$ cat src/rtl/dacc_bi.sv
// Bipolar stochastic-to-binary accumulator: sequences one operand-load / RNG-clear /
// count window over NUM_IN product bitstreams and reports 2*ones - NUM_IN*2^CNTWD.
`timescale 1ns/1ps
module dacc_bi #(
  parameter  int NUM_IN = 16,
  parameter  int CNTWD  = 8,
  localparam int ACCWD  = CNTWD + $clog2(NUM_IN) + 1,
  localparam int OUTWD  = ACCWD + 1
) (
  input  logic                    clk,
  input  logic                    rst_n,
  input  logic                    start,
  input  logic [NUM_IN-1:0]       iBits,
  output logic                    oLoad,
  output logic                    oRngClr,
  output logic                    oRngEn,
  output logic                    busy,
  output logic signed [OUTWD-1:0] oSum,
  output logic                    oValid
);

  localparam logic [1:0] S_IDLE = 2'd0;
  localparam logic [1:0] S_LOAD = 2'd1;
  localparam logic [1:0] S_RUN  = 2'd2;
  localparam logic [1:0] S_DONE = 2'd3;

  // Bipolar zero point: every bit of every stream counted as one.
  localparam logic [OUTWD-1:0] FULL = OUTWD'(NUM_IN) << CNTWD;

  logic [1:0]       state_q, state_d;
  logic [CNTWD-1:0] cnt_q, cnt_d;
  logic [ACCWD-1:0] acc_q, acc_d;
  logic [OUTWD-1:0] sum_q, sum_d;
  logic [ACCWD-1:0] pop;
  logic [ACCWD-1:0] acc_sum;
  logic             last;

  always_comb begin
    pop = '0;
    for (int i = 0; i < NUM_IN; i++) begin
      pop = pop + ACCWD'(iBits[i]);
    end
  end

  assign acc_sum = acc_q + pop;
  assign last    = &cnt_q;

  always_comb begin
    // NOTE: every variable gets a default first so no path leaves it unassigned (no latch).
    state_d = state_q;
    cnt_d   = cnt_q;
    acc_d   = acc_q;
    sum_d   = sum_q;
    case (state_q)
      S_IDLE: if (start) state_d = S_LOAD;
      S_LOAD: begin
        cnt_d   = '0;
        acc_d   = '0;
        state_d = S_RUN;
      end
      S_RUN: begin
        acc_d = acc_sum;
        cnt_d = cnt_q + 1'b1;
        if (last) begin
          // Doubling is a shift into OUTWD bits; the modular subtract yields the signed result.
          sum_d   = {acc_sum, 1'b0} - FULL;
          state_d = S_DONE;
        end
      end
      S_DONE: state_d = start ? S_LOAD : S_IDLE;
      default: state_d = S_IDLE;
    endcase
  end

  // NOTE: sequential state uses non-blocking assignments so all flops update from pre-edge values.
  always_ff @(posedge clk or negedge rst_n) begin
    if (!rst_n) begin
      state_q <= S_IDLE;
      cnt_q   <= '0;
      acc_q   <= '0;
      sum_q   <= '0;
    end else begin
      state_q <= state_d;
      cnt_q   <= cnt_d;
      acc_q   <= acc_d;
      sum_q   <= sum_d;
    end
  end

  assign oLoad   = (state_q == S_LOAD);
  assign oRngClr = (state_q == S_LOAD);
  assign oRngEn  = (state_q == S_RUN);
  assign busy    = (state_q == S_LOAD) || (state_q == S_RUN);
  assign oValid  = (state_q == S_DONE);
  assign oSum    = $signed(sum_q);

endmodule

$ cat config.mk
export PLATFORM = sky130hd
export DESIGN_NAME = dacc_bi
export DESIGN_NICKNAME = d
export VERILOG_FILES = /design/src/rtl/dacc_bi.sv
export SDC_FILE = /design/constraint.sdc
export NUM_CORES = 1
export LEC_CHECK = 0
export BUFFER_PORTS_ARGS = -buffer_cell sky130_fd_sc_hd__buf_2
export CAP_MARGIN = 5
export CORE_ASPECT_RATIO = 0.8
export CORE_UTILIZATION = 51
export DETAILED_ROUTE_END_ITERATION = 10
export PLACE_DENSITY_LB_ADDON = 0.2
export SLEW_MARGIN = 25
export SYNTH_ARGS = -nofsm -noshare
export SYNTH_HDL_FRONTEND = slang
export SYNTH_SLANG_ARGS = --single-unit
$ cat constraint.sdc
create_clock -name clk -period 4.95 [get_ports clk]
set_input_delay 0.495 -clock clk [delete_from_list [all_inputs] [get_ports clk]]
set_output_delay 0.495 -clock clk [all_outputs]
set_load 0.005 [all_outputs]
## After elaboration in Yosys (flattened, before gate mapping)

Index checks and enable logic that the tools add are counted.

| word-level totals | value |
|---|---|
| input bits | 19 |
| bits in registers | 37 |
| memories kept | 0 |
| memory bits (writable) | 0 |
| memory bits (read-only) | 0 |
| bits in latches | 0 |

| cells by class | value |
|---|---|
| reduce and logical (&&, ||, !) cells | 6 |
| $add $sub $neg | 18 |
| magnitude comparators | 0 |
| muxes and demuxes | 6 |
| equality and inequality tests | 5 |
| bitwise operators | 0 |
| divide/modulo/power cells | 0 |
| $mul | 0 |
| shift operators | 0 |

Operators with widths:

| operator | number |
|---|---|
| adder 13 x 1 -> 13 bit | 3 |
| case mux 13 bit (2 select lines) | 1 |
| case mux 8 bit (2 select lines) | 1 |
| subtractor 14 x 13 -> 14 bit (second input constant) | 1 |
| adder 12 x 1 -> 13 bit | 1 |
| adder 13 bit | 1 |
| adder 11 x 1 -> 12 bit | 1 |
| adder 10 x 1 -> 11 bit | 1 |
| adder 9 x 1 -> 10 bit | 1 |
| adder 8 x 1 -> 9 bit | 1 |
| AND reduction 9 bit | 1 |
| adder 7 x 1 -> 8 bit | 1 |
| adder 8 x 1 -> 8 bit (second input constant) | 1 |
| case mux 2 bit (4 select lines) | 1 |
| AND reduction 8 bit | 1 |
| adder 6 x 1 -> 7 bit | 1 |
| adder 5 x 1 -> 6 bit | 1 |
| adder 4 x 1 -> 5 bit | 1 |
| adder 3 x 1 -> 4 bit | 1 |
| equality test 2 bit (second input constant) | 2 |
| two-way mux 2 bit | 2 |
| adder 2 x 1 -> 3 bit | 1 |
| adder 1 x 1 -> 2 bit | 1 |
| equality test 2 x 1 -> 1 bit (second input constant) | 1 |
| 7 further kinds | 7 |

## Longest topological paths before layout

| depth | value |
|---|---|
| depth after elaboration | 17 |
| gate-level depth with buffers | 16 |
| gate-level depth less buffers | 15 |

## Worst setup path after synthesis

OpenSTA, ideal clock, no wires.

| path | value |
|---|---|
| path kind | input to register |
| start | in iBits[0] |
| end | reg acc_q[10] |
| arrival | 4,077 ps |
| required time | 4,829 ps |
| setup slack | 752 ps |
| stages | 13 |
| cell sequence | fa_1 > inv_1 > fa_1 > fa_1 > fa_1 > fa_1 > inv_1 > fa_1 > a211oi_1 > o21bai_1 > nor3b_1 > o21ai_0 > a22o_1 |

| on the way | value |
|---|---|
| word-level cells in the longest chain between the ends | 17 |

Ends and longest elaborated chain:

| item | RTL line | source |
|---|---|---|
| start, declared | 13 | `input logic [NUM_IN-1:0] iBits,` |
| adder 1 x 1 -> 2 bit | 41 | `pop = pop + ACCWD'(iBits[i]);` |
| adder 2 x 1 -> 3 bit | 41 |  |
| adder 3 x 1 -> 4 bit | 41 |  |
| adder 4 x 1 -> 5 bit | 41 |  |
| adder 5 x 1 -> 6 bit | 41 |  |
| adder 6 x 1 -> 7 bit | 41 |  |
| adder 7 x 1 -> 8 bit | 41 |  |
| adder 8 x 1 -> 9 bit | 41 |  |
| adder 9 x 1 -> 10 bit | 41 |  |
| adder 10 x 1 -> 11 bit | 41 |  |
| adder 11 x 1 -> 12 bit | 41 |  |
| adder 12 x 1 -> 13 bit | 41 |  |
| adder 13 x 1 -> 13 bit (3 in a row) | 41 |  |
| adder 13 bit | 45 | `assign acc_sum = acc_q + pop;` |
| case mux 13 bit (2 select lines) | 54 | `case (state_q)` |
| end signal, assigned | 80 | `acc_q <= '0;` |
| end signal, assigned | 85 | `acc_q <= acc_d;` |
| end, declared | 32 | `logic [ACCWD-1:0] acc_q, acc_d;` |

No other way between the ends.
A chain may end at the register's enable or synchronous reset.

## Worst setup path after layout

Same ends and word-level chain as after synthesis.

==> impl_metrics.py <==
metrics = {
    "detailed_routing": {
        "drc": 0,
        "via_per_inst": 5.14,
        "drt_wl_total_mm": 4.36,
        "detail_route.wl_per_cell_um": 12.5,
        "firstDrtPassIters": 4,
        "antenna_left": 0,
        "vias": 1793,
        "drt_first_iter_violations": 104,
    },
    "final_layout": {
        "n_fill_cell": 394,
        "regArea_um2": 901,
        "drive_gt1_share_pct": 16.8,
        "nNetsFinal": 336,
        "multiInputGateArea_mm2": 0.00126,
        "layout_common_cells": "inv_1, dfrtp_1, buf_2",
        "mostFrequentLayoutCell": "inv_1",
        "syn2layout_area_growth_pct": 12.5,
        "utilization_pct": 61.9,
        "antenna_cells": 0,
        "final_cells": 349,
    },
    "logic_synthesis": {
        "synthesis.area_mm2": 0.00237,
        "avgSynthCellArea_um2": 9.19,
        "synthAdderAreaFrac_pct": 17.5,
        "synthMuxAreaShare_pct": 1.80,
        "ys_ff_latch": 36,
        "synth-compound-area-share_pct": 13.8,
        "synth_fp_nets": 303,
        "synth_top_family_by_area": "adder cells",
        "synth_cell_types": 40,
        "synth_xor_area_share_pct": 3.70,
        "ys_seq_area_share_pct": 38.0,
        "yosys_warnings": 0,
        "synthCells": 258,
        "synthSimpleGateAreaFrac_pct": 16.1,
    },
    "pwr": {
        "p_int_mw": 0.803,
        "power_frac_seq_pct": 26.6,
        "ir_drop_v": 0.000370,
        "power_leakage_nw": 1.33,
        "p_per_area_mw_per_mm2": 542,
        "combinationalPowerShare_pct": 59.1,
        "switching_power_mw": 0.641,
        "power_mw": 1.44,
        "pwr-share-clk_pct": 14.2,
        "switching_share_pct": 44.4,
    },
    "die": {
        "core_area_mm2": 0.00431,
        "die_h_um": 63.0,
        "dieArea_mm2": 0.00492,
        "start_util_pct": 55.0,
        "pin_count": 38,
        "dieWidth_um": 78.2,
        "fp-row-count": 21,
    },
    "timing": {
        "drv_slew": 0,
        "worst_pin_slew_ns": 0.794,
        "rsz0062_at_grt": "false",
        "fin_crit_ns": 4.28,
        "timing.final.crit_share_pct": 86.5,
        "skew_ns": 0.00670,
        "fin_ws_ns": 0.666,
        "max-slew-margin-rel_pct": 47.0,
        "fmax_mhz": 233,
        "final.setup.tns_ns": 0,
        "timing.final.hold_violations": 0,
        "finalSetupViolations": 0,
    },
    "setup_path": {
        "worstSetupEndpointType": "flop",
        "cp_max_fo": 4,
        "cp.arrival_ns": 4.47,
        "crit_required_ns": 5.13,
        "critPathLaunchType": "primary input",
        "worst-setup-path-type": "in2reg",
        "path_delay_family": "adder cells",
        "cpMostUsedCell": "fa_1",
        "critical_path_buf_inv_count": 3,
        "cp_slowest_stage_delay_ns": 0.54,
        "slowest_stage": "fa_1",
        "cp_cell_sequence": "buf_2 -> fa_1 -> inv_1 -> fa_1 -> fa_1 -> fa_1 -> fa_1 -> inv_1 -> fa_1 -> a211oi_1 -> o21bai_1 -> nor3b_1 -> o21ai_0 -> a22o_1",
    },
    "clock_tree": {
        "clockBufferDepth": 2,
        "cts_resized": 0,
        "cts.sinks": 36,
        "cts_buffers": 5,
        "clkTransAtPathRegs_ns": 0.08,
        "cts_tree": "done",
        "post_cts_buffers": 0,
        "clkLatencyLatePin_ns": 0.29,
        "cts_root_buf": "clkbuf_8",
        "cts_hold_buf": 0,
        "cts_max_level": 2,
    },
    "placed_design": {
        "hpwl_mm": 3.22,
        "dp.cells": 341,
        "pre_cts_ws_ns": 0.357,
        "place.gp.congestion": 0.867,
        "io_buffers": 36,
    },
    "run": {
        "max_cap_viol_count": 0,
    },
    "min_path": {
        "hold_path_class": "in2async",
    },
    "global_routing": {
        "grt-ovfl-total": 0,
        "grtUsageTotal_pct": 20.0,
        "grt_pass1_wl_mm": 7.68,
        "grt_max_degree": 37,
        "grt_pass1_vias": 1731,
        "antenna_found_initial": 0,
    },
    "outcome": {
        "outcome": "finished, final reports clean",
    },
}
-- cells in the mapped netlist --
master	count	area, um2
o31ai_1	1	7.51
nand3b_1	1	7.51
and4_4	1	11.3
buf_2	1	5.00
and4_1	2	17.5
a21oi_1	4	20.0
a22o_1	3	26.3
o211ai_1	5	37.5
and2_1	1	6.26
clkbuf_1	8	30.0
ha_1	14	175
nand2_1	32	120
nor2_1	8	30.0
or3_1	2	12.5
and3_1	2	12.5
o21bai_1	1	7.51
nor3_1	1	5.00
fa_1	12	240
or4_1	4	30.0
inv_1	43	161
dfrtp_1	36	901
a211oi_1	1	7.51
o2bb2a_1	1	10.0
xnor2_1	8	70.1
a21boi_0	2	15.0
mux2_2	2	22.5
nand2b_1	4	25.0
o21a_1	1	7.51
conb_1	1	3.75
a21o_1	1	7.51
nor3b_1	2	15.0
nand4_4	1	21.3
xor2_1	2	17.5
mux2i_1	2	20.0
o21ai_0	25	125
buf_4	2	15.0
nand4_1	2	12.5
a41oi_1	2	17.5
o22ai_1	6	37.5
nand3_1	11	55.1
-- registers in the layout, indices dropped and copies added (netlist names) --
| name | cells |
|---|---|
| oSum | 13 |
| cnt_q | 8 |
| acc_q | 13 |
| state_q | 2 |
-- final timing paths --
path,startpoint,to,slack [ns],depth (start not counted)
max in group asynchronous,rst_n,cnt_q[4],4.16,1
worst min register to register,oSum[12],oSum[12],0.47,2
worst max register to register,acc_q[0],acc_q[10],1.15,12
min in group clk,oSum[12],oSum[12],0.47,2
worst max-delay path,iBits[0],acc_q[10],0.67,14
worst min-delay path,rst_n,oSum[9],0.28,1
-- power by group through the flow --
stage / Sequential, mW / Clock (mW) / Combinational, mW
3_5_place_dp: 0.388 / 0 / 0.844
3_3_place_gp: 0.387 / 0 / 0.816
2_1_floorplan: 0.380 / 0 / 0.650
5_1_grt: 0.391 / 0.224 / 0.955
4_1_cts: 0.383 / 0.215 / 0.848
6_report: 0.384 / 0.206 / 0.854
-- logic make-up (layout without fill, tap and decap cells) --
| family | after synthesis | in the layout |
|---|---|---|
| and+or+nand+nor | 74 | 74 |
| muxes | 4 | 4 |
| adders and majority gates | 26 | 26 |
| AOI/OAI and AO/OA | 53 | 53 |
| DFF | 36 | 36 |
| other | 1 | 1 |
| buffers and inverters | 54 | 88 |
| xor gates and xnor gates | 10 | 10 |
-- final cells by class --
class	instances	share of cell area (%)
inverter	43	6.05
sequential	36	33.8
tap	57	2.67
multi-input combinational	168	47.2
clock inverter	3	0.704
timing repair buffer	37	7.04
clock buffer	5	2.58
-- layer usage --
metal | vias to the layer above | share of wire [%] | global-route usage (%)
met4 | 0 | 0.78 | 6.48
met5 | - | 0 | 0
li1 | 924 | - | -
met1 | 829 | 54 | 28.6
met3 | 5 | 3.6 | 4.82
met2 | 35 | 41 | 29.7
-- stage by stage --
| step | instance area, um2 | hold slack [ns] |
|---|---|---|
| final | 2670 | 0.282 |
| after global placement | 2580 | 0.448 |
| after detailed placement | 2580 | 0.458 |
| after CTS | 2670 | 0.310 |
| after global routing | 2670 | 0.346 |
| after floorplan | 2370 | 0.199 |
Power figures use the tool's default switching activity.
